[config.mk]
export PLATFORM = sky130hd
export DESIGN_NAME = cuckoo_l1_sched_flat
export DESIGN_NICKNAME = d
export VERILOG_FILES = /design/src/rtl/cuckoo_l1_sched_if.sv /design/src/rtl/cuckoo_l1_sched.sv /design/src/flat_wrapper.sv
export SDC_FILE = /design/constraint.sdc
export NUM_CORES = 1
export LEC_CHECK = 0
export ABC_AREA = 1
export CAP_MARGIN = 40
export CORE_UTILIZATION = 35
export DETAILED_ROUTE_END_ITERATION = 10
export PLACE_DENSITY_LB_ADDON = 0.08
export SLEW_MARGIN = 30
export SYNTH_ARGS = -nofsm -noshare
export SYNTH_HDL_FRONTEND = slang
export SYNTH_SLANG_ARGS = --single-unit
[constraint.sdc]
create_clock -name clk -period 1.85 [get_ports clk]
set_input_delay 0.2775 -clock clk [delete_from_list [all_inputs] [get_ports clk]]
set_output_delay 0.2775 -clock clk [all_outputs]
set_load 0.02 [all_outputs]
[src/rtl/cuckoo_l1_sched_if.sv]
// rtl/cuckoo_l1_sched_if.sv - lookup word handshake and host table-update port
interface cuckoo_l1_sched_if;
  // lookup word stream
  logic        in_valid;
  logic        in_ready;
  // host table-update request
  logic        cfg_req;
  logic        cfg_table;
  logic        cfg_nocase;
  logic [10:0] cfg_addr;
  logic [9:0]  cfg_data;
  logic        cfg_ack;
  logic        cfg_err;

  modport master (
    output in_valid, cfg_req, cfg_table, cfg_nocase, cfg_addr, cfg_data,
    input  in_ready, cfg_ack, cfg_err
  );

  modport slave (
    input  in_valid, cfg_req, cfg_table, cfg_nocase, cfg_addr, cfg_data,
    output in_ready, cfg_ack, cfg_err
  );
endinterface

[src/rtl/cuckoo_l1_sched.sv]
// rtl/cuckoo_l1_sched.sv - Cuckoo L1 lookup sequencer with drained table-write arbitration
module cuckoo_l1_sched #(
  parameter int LAT        = 4,
  parameter int MIN_LOOKUP = 16
) (
  input  logic                    clk,
  input  logic                    rst,
  cuckoo_l1_sched_if.slave        bus,
  output logic                    enable,
  output logic                    res_valid,
  output logic                    we_l1,
  output logic                    we_l1_nc,
  output logic                    we_t3,
  output logic                    we_t3_nc,
  output logic [10:0]             wr_addr,
  output logic [9:0]              wr_data,
  output logic                    busy
);

  // guard must be able to hold MIN_LOOKUP and stay at least 1 bit wide when it is 0
  localparam int GW = $clog2(MIN_LOOKUP + 2);

  typedef enum logic [1:0] {
    IDLE  = 2'd0,
    DRAIN = 2'd1,
    WRITE = 2'd2,
    ACK   = 2'd3
  } state_t;

  state_t            state_q, state_d;
  logic [LAT-1:0]    vld_sr_q, vld_sr_d;
  logic [GW-1:0]     guard_q, guard_d;
  logic [10:0]       wr_addr_q, wr_addr_d;
  logic [9:0]        wr_data_q, wr_data_d;
  logic              sel_table_q, sel_table_d;
  logic              sel_nocase_q, sel_nocase_d;

  logic              guard_zero;
  logic              take_cfg;
  logic              addr_bad;

  assign guard_zero = (guard_q == '0);
  // a request is served only from IDLE once the lookup-priority window has expired
  assign take_cfg   = (state_q == IDLE) && bus.cfg_req && guard_zero;
  // T3 RAMs are only 512 deep: any upper address bit set rejects the write
  assign addr_bad   = sel_table_q && (wr_addr_q[10:9] != 2'b00);

  // state register and all datapath flops, cleared asynchronously
  always_ff @(posedge clk or negedge rst) begin
    if (!rst) begin
      state_q      <= IDLE;
      vld_sr_q     <= '0;
      guard_q      <= '0;
      wr_addr_q    <= '0;
      wr_data_q    <= '0;
      sel_table_q  <= 1'b0;
      sel_nocase_q <= 1'b0;
    end else begin
      state_q      <= state_d;
      vld_sr_q     <= vld_sr_d;
      guard_q      <= guard_d;
      wr_addr_q    <= wr_addr_d;
      wr_data_q    <= wr_data_d;
      sel_table_q  <= sel_table_d;
      sel_nocase_q <= sel_nocase_d;
    end
  end

  // next-state: wait for an empty pipeline before the single write cycle
  always_comb begin
    state_d = state_q;
    unique case (state_q)
      IDLE:    if (take_cfg) state_d = DRAIN;
      DRAIN:   if (vld_sr_q == '0) state_d = WRITE;
      WRITE:   state_d = ACK;
      ACK:     state_d = IDLE;
      default: state_d = IDLE;
    endcase
  end

  // token tracking, guard countdown and request capture
  always_comb begin
    vld_sr_d     = LAT'({vld_sr_q, enable});
    guard_d      = guard_q;
    wr_addr_d    = wr_addr_q;
    wr_data_d    = wr_data_q;
    sel_table_d  = sel_table_q;
    sel_nocase_d = sel_nocase_q;
    if (state_q == WRITE) begin
      guard_d = GW'(MIN_LOOKUP);
    end else if ((state_q == IDLE) && !guard_zero) begin
      guard_d = guard_q - 1'b1;
    end
    if (take_cfg) begin
      wr_addr_d    = bus.cfg_addr;
      wr_data_d    = bus.cfg_data;
      sel_table_d  = bus.cfg_table;
      sel_nocase_d = bus.cfg_nocase;
    end
  end

  // outputs: handshake, strobes and completion decoded from the current state
  always_comb begin
    bus.in_ready = (state_q == IDLE) && !(bus.cfg_req && guard_zero);
    enable       = bus.in_valid && bus.in_ready;
    res_valid    = vld_sr_q[LAT-1];
    busy         = (state_q != IDLE);
    we_l1        = 1'b0;
    we_l1_nc     = 1'b0;
    we_t3        = 1'b0;
    we_t3_nc     = 1'b0;
    bus.cfg_ack  = 1'b0;
    bus.cfg_err  = 1'b0;
    if ((state_q == WRITE) && !addr_bad) begin
      unique case ({sel_table_q, sel_nocase_q})
        2'b00:   we_l1    = 1'b1;
        2'b01:   we_l1_nc = 1'b1;
        2'b10:   we_t3    = 1'b1;
        default: we_t3_nc = 1'b1;
      endcase
    end
    if (state_q == ACK) begin
      bus.cfg_ack = 1'b1;
      bus.cfg_err = addr_bad;
    end
  end

  assign wr_addr = wr_addr_q;
  assign wr_data = wr_data_q;

endmodule

[src/flat_wrapper.sv]
// flat-port wrapper written by rule: the top's interface ports become plain ports
module cuckoo_l1_sched_flat 
#(
  parameter int LAT        = 4,
  parameter int MIN_LOOKUP = 16
)
  (clk, rst, enable, res_valid, we_l1, we_l1_nc, we_t3, we_t3_nc, wr_addr, wr_data, busy, bus_in_valid, bus_cfg_req, bus_cfg_table, bus_cfg_nocase, bus_cfg_addr, bus_cfg_data, bus_in_ready, bus_cfg_ack, bus_cfg_err);
  cuckoo_l1_sched_if bus_i ();
  input  logic clk;
  input  logic rst;
  output logic enable;
  output logic res_valid;
  output logic we_l1;
  output logic we_l1_nc;
  output logic we_t3;
  output logic we_t3_nc;
  output logic [10:0] wr_addr;
  output logic [9:0] wr_data;
  output logic busy;
  input wire logic [$bits(bus_i.in_valid)-1:0] bus_in_valid;
  input wire logic [$bits(bus_i.cfg_req)-1:0] bus_cfg_req;
  input wire logic [$bits(bus_i.cfg_table)-1:0] bus_cfg_table;
  input wire logic [$bits(bus_i.cfg_nocase)-1:0] bus_cfg_nocase;
  input wire logic [$bits(bus_i.cfg_addr)-1:0] bus_cfg_addr;
  input wire logic [$bits(bus_i.cfg_data)-1:0] bus_cfg_data;
  output wire logic [$bits(bus_i.in_ready)-1:0] bus_in_ready;
  output wire logic [$bits(bus_i.cfg_ack)-1:0] bus_cfg_ack;
  output wire logic [$bits(bus_i.cfg_err)-1:0] bus_cfg_err;
  assign bus_i.in_valid = bus_in_valid;
  assign bus_i.cfg_req = bus_cfg_req;
  assign bus_i.cfg_table = bus_cfg_table;
  assign bus_i.cfg_nocase = bus_cfg_nocase;
  assign bus_i.cfg_addr = bus_cfg_addr;
  assign bus_i.cfg_data = bus_cfg_data;
  assign bus_in_ready = bus_i.in_ready;
  assign bus_cfg_ack = bus_i.cfg_ack;
  assign bus_cfg_err = bus_i.cfg_err;
  cuckoo_l1_sched #(.LAT(LAT), .MIN_LOOKUP(MIN_LOOKUP)) u_core (.clk(clk), .rst(rst), .bus(bus_i), .enable(enable), .res_valid(res_valid), .we_l1(we_l1), .we_l1_nc(we_l1_nc), .we_t3(we_t3), .we_t3_nc(we_t3_nc), .wr_addr(wr_addr), .wr_data(wr_data), .busy(busy));
endmodule
Yosys cells after proc, flatten, opt, wreduce, memory -nomap -nowiden
Cells that the tools add are included.
Storage, ports and cells
  register bits: 34
  latch bits: 0
  RAM bits: 0
  bits in read-only memories: 0
  input port bits: 27
  memories: 0
Operators by class
  add/subtract/negate cells: 1
  multipliers: 0
  divide/modulo/power cells: 0
  $lt $le $gt $ge: 0
  equality and inequality tests: 7
  shift operators: 0
  muxes and demuxes: 15
  bitwise operators: 0
  reduce and logical (&&, ||, !) cells: 20
Operator list (count)
  2-to-1 mux 1 bit: 10
  2-to-1 mux 5 bit: 2
  logical AND 1 bit: 8
  one-hot mux 2 bit (4 select lines): 1
  equality test 2 bit (second input constant): 3
  nonzero test 2 bit: 3
  zero test 5 bit: 1
  subtractor 5 x 1 -> 5 bit (second input constant): 1
  equality test 2 x 1 -> 1 bit (second input constant): 2
  zero test 2 bit: 2
  zero test 4 bit: 1
  2-to-1 mux 2 bit: 2
  != test 2 x 1 -> 1 bit (second input constant): 2
  zero test 1 bit: 3
  OR reduction 3 bit: 1
  AND reduction 2 bit: 1

Longest topological paths before layout
Gate-level depths: netlist of the first run.
  depth in word-level cells: 5
  gate-level depth with buffers: 8

Least setup slack after synthesis of the first run
OpenSTA, ideal clock, no wires.
  path type: register to output
  start point: register u_core.state_q[0]
  end point: output we_l1_nc
  data arrival time: 1.397 ns
  data required time: 1.572 ns
  slack: 0.175 ns
  stages on the path, launching flop included: 5
  path buffers: 0
  cell sequence: dfrtp_1 -> inv_1 -> ha_1 -> clkinv_1 -> nor3_1
On the way
  cells in the longest elaborated chain, start to end: 3
Ends and longest elaborated chain
  start, declared: RTL line cuckoo_l1_sched.sv:30  | state_t state_q, state_d;
  start signal, assigned: RTL line cuckoo_l1_sched.sv:59  | state_q <= state_d;
  equality test 2 bit: RTL line cuckoo_l1_sched.sv:114  | if ((state_q == WRITE) && !addr_bad) begin
  logical AND 1 bit: RTL line cuckoo_l1_sched.sv:114
  2-to-1 mux 1 bit: RTL line cuckoo_l1_sched.sv:114
  end, declared: RTL line flat_wrapper.sv:14  | output logic we_l1_nc;
Every way passes these cells.

Final worst setup path of the first run
  start point: register u_core.state_q[0]
  end point: output we_l1
On the way
  cells in the longest elaborated chain, start to end: 3
Ends and longest elaborated chain
  equality test 2 bit: RTL line cuckoo_l1_sched.sv:114
  logical AND 1 bit: RTL line cuckoo_l1_sched.sv:114
  2-to-1 mux 1 bit: RTL line cuckoo_l1_sched.sv:114
  end, declared: RTL line flat_wrapper.sv:13  | output logic we_l1;
Every way passes these cells.

==> impl_results.md, run 1 <==
- Crit Reg-Reg Endpoint: u_core.sel_nocase_q
- Setup Viol. Count Final: 0
- Top Ports: 58
- CP max-delay cell: dfrtp_1
- Comb pwr share: 53.5%
- CTS clk-pin slew, worst paths: 70 ps
- Lkg Pwr: 0.001267 uW
- Worst Path Arrival: 1470 ps
- Worst slew margin: 72.06%
- Largest net degree at the start of global routing: 47
- Final setup margin: 101.4 ps
- Number of synthesized register bits: 34
- Synth area leaders: dfrtp_1 52%, o21ai_2 10%, nand2_1 9.9%
- Most numerous cell in the Yosys netlist: nand2_1
- Die H: 70.30 microns
- Crit Path Class: reg -> out
- Later-pin clock latency in the skew report: 280 ps
- Final GP Congestion: 0.7931
- Unrepaired setup endpoints after global routing: false
- Avg Vias per Cell: 4.441
- Hold Fails Final Rpt: 0
- Vias: between 1000 and 1500
- Ys Warns: 0
- Setup Slack @ Placement: -55.15 ps
- Core Util, Final: 54.17%
- H-Tree Level Count: 2
- Synth Instances: about 180
- Max Fclk: 571.9 MHz
- DRC violations left: 0
- Port Buffer Count: 57
- Number of buffers created by CTS: 5
- CTS tree: done
- Critical path, cell by cell: inv_1 -> ha_1 -> clkinv_1 -> nor3_1 -> buf_2
- Post-synth top area share: 52.11%
- Most frequent cells after synthesis: 43 x nand2_1, 36 x inv_1, 34 x dfrtp_1, 19 x o21ai_2, 12 x nand3_1
- Slew Limit Fails: 0
- CP endpoint: we_l1
- P_int: ~2400 uW
- Crit path from: u_core.state_q[0]
- Clk sinks: 34
- Max-cap viol count: 0
- Wire length per cell: about 10 microns
- Critical Path End Type: output pin
- Core Area: 0.004414 sq mm
- Final period util: between 90% and 100%
- Final #Nets: 284
- Area Growth Syn to Fin: 46.44%
- Worst-path fanout max: 3
- Startpoint types: flip-flop
- Die ar.: 0.004942 sq mm
- Top FF cell, synth: dfrtp_1
- Die Wd: about 70 microns
- Final wirelength: between 3000 and 4000 microns
- Met3 capacity usage during global routing: 5.628%
- Worst Path Required: 1570 ps
- Clock Skew: 8.892 ps
- Net switching power of the design: 1605 uW
- Drt first pass iters: 4
- Root Driver: clkbuf_8
- Post-synth EDFFs: 0
- Synth cell types: 17
- R2R Setup Slk: 290 ps
- Sequential share of the synthesized area: 52.11%
- GR Overflow Total: 0
- Vias in the first global route: 1236
- Sequential share of power: 32.7%
- Status: finished clean
- Reg2Reg Depth: 9
- Initial DRC count: 53
- Met1 capacity usage during global routing: 17.38%
- Ant diodes: 0
- Layout cells sized above 1: 20.24%
- Mapped cell area: 0.001633 sq mm
- Tightest Hold Check Type: reg -> reg
- GRT Util Overall: 13.68%
- Fin crit period: 1749 ps
- Hpwl dp: 2306 microns
- Clock share of power: 13.8%
- Synthesized Nets: 211
- Async set or reset register ratio after synthesis: between 90% and 100%
- GR peak layer: met2
- Antenna-violating nets left: 0
- CTS Hold Bufs: 0
- Core Rows: 24
- Starting density of the core: 36.99%
- Filler instances: 433
- Synth area leader: dfrtp_1
- Reg2reg start: u_core.state_q[1]
- Slew @ Worst Pin: 419.1 ps
- CP peak stage delay: 380 ps
- Grt met2 use: 20.00%
- Clock buffer depth: 2
- Maximum vdd drop: 0.0007726 V
- Switching share of total power: about two fifths
- Pwr dens: roughly 1700 mW/mm^2
- Avg Inst Size Synth: ~9.2 sq um
- Global-route wire length before repair: about 5300 microns
- Antenna violations before repair: 0
[kinds of logic after synthesis]
family / share of synthesized area [%]
AND/OR/NAND/NOR: 19.23
buffers and inverters: 11.26
flip-flops: 52.11
AO/OA/AOI/OAI: 12.26
adder cells (fa/ha/maj): 4.598
XOR/XNOR: 0.5365
[power groups by stage]
stage,sequential (uW),clock [uW],combinational [uW]
floorplan,1590,0,946
global placement,1320,0,2220
detailed placement,1320,0,2230
CTS,1310,574,2200
global route,1360,607,2360
finish,1310,554,2140
[timing repair]
| action | in CTS | in global routing |
|---|---|---|
| hold endpoints to repair | 0 | 0 |
| setup buffers | 0 | 0 |
| gates resized for setup | 16 | 11 |
| setup endpoints to repair | 8 | 7 |
| pin swaps | 0 | 1 |
| cloned | 0 | 0 |
[worst min-delay path by stage]
stage / start / endpoint / slack [ps] / depth (start not counted)
after global routing: u_core.vld_sr_q[1] / u_core.vld_sr_q[2] / 390 / 0
after global placement: u_core.vld_sr_q[1] / u_core.vld_sr_q[2] / 360 / 0
after CTS: u_core.vld_sr_q[1] / u_core.vld_sr_q[2] / 380 / 0
final: u_core.vld_sr_q[1] / u_core.vld_sr_q[2] / 380 / 0
after floorplan: rst / u_core.guard_q[0] / -20 / 0
after detailed placement: u_core.vld_sr_q[1] / u_core.vld_sr_q[2] / 360 / 0
[layout make-up]
cell class                 count  area, sq um  area share [%]
tap                           52        65.06           2.721
clock buffer                   7        86.33           3.611
clock inverter                 1        5.005          0.2093
timing repair buffer          70        646.9           27.05
inverter                      37        138.9           5.808
sequential                    34        850.8           35.58
multi-input combinational    103        598.1           25.01
[registers in the layout, summed over array words and instances, names as in the netlist]
name	count
u_core.sel_nocase_q	1
u_core.guard_q	5
u_core.wr_data	10
u_core.state_q	2
u_core.sel_table_q	1
u_core.vld_sr_q	4
u_core.wr_addr	11
[worst max-delay path: cells and delay by family (launching register included)]
kind / cells / cell delay (ps)
adder cells (fa/ha/maj): 1 / 200
AND/OR/NAND/NOR: 1 / 190
buffers and inverters: 3 / 420
flip-flops: 1 / 380
[per-layer routing]
layer / up-vias / routed length (microns) / share of wire (%)
met2: 44 / 1348 / 43
met5: - / 0 / 0
met3: 8 / 275 / 8.8
met4: 0 / 63 / 2.0
li1: 685 / - / -
met1: 613 / 1428 / 46
[layout by cell type, fill, tap and decap left out, drive strengths merged]
cell | netlist | layout
dlygate4sd2 | 0 | 1
dlymetal6s2s | 0 | 1
nor3 | 2 | 2
clkdlybuf4s50 | 0 | 48
o21ai | 24 | 24
nand3 | 12 | 12
buf | 4 | 15
clkinv | 1 | 2
nand4 | 1 | 1
or2 | 2 | 2
xor2 | 1 | 1
nor2 | 11 | 11
nand2 | 43 | 43
a21oi | 1 | 1
dfrtp | 34 | 34
inv | 36 | 36
clkbuf | 0 | 12
ha | 6 | 6
[through the flow]
| step | TNS (ps) | power (uW) | hold slack [ps] | std cells | cell area (sq um) |
|---|---|---|---|---|---|
| floorplan | 0 | 2539 | -18.09 | 178 | 1633 |
| global placement | -32.60 | 3537 | 356.3 | 296 | 2333 |
| detailed placement | -119.7 | 3544 | 362.5 | 296 | 2333 |
| CTS | 0 | 4084 | 377.8 | 304 | 2415 |
| global route | 0 | 4332 | 388.8 | 304 | 2391 |
| finish | 0 | 4005 | 376.8 | 304 | 2391 |
No activity file was read; power rests on OpenSTA's default activity.
==> inputs of run 2 (changes only) <==
- SLEW_MARGIN: 30 -> not set
==> results of run 2 <==
No change in the layout: final DEF, timing and power equal those of run 1.
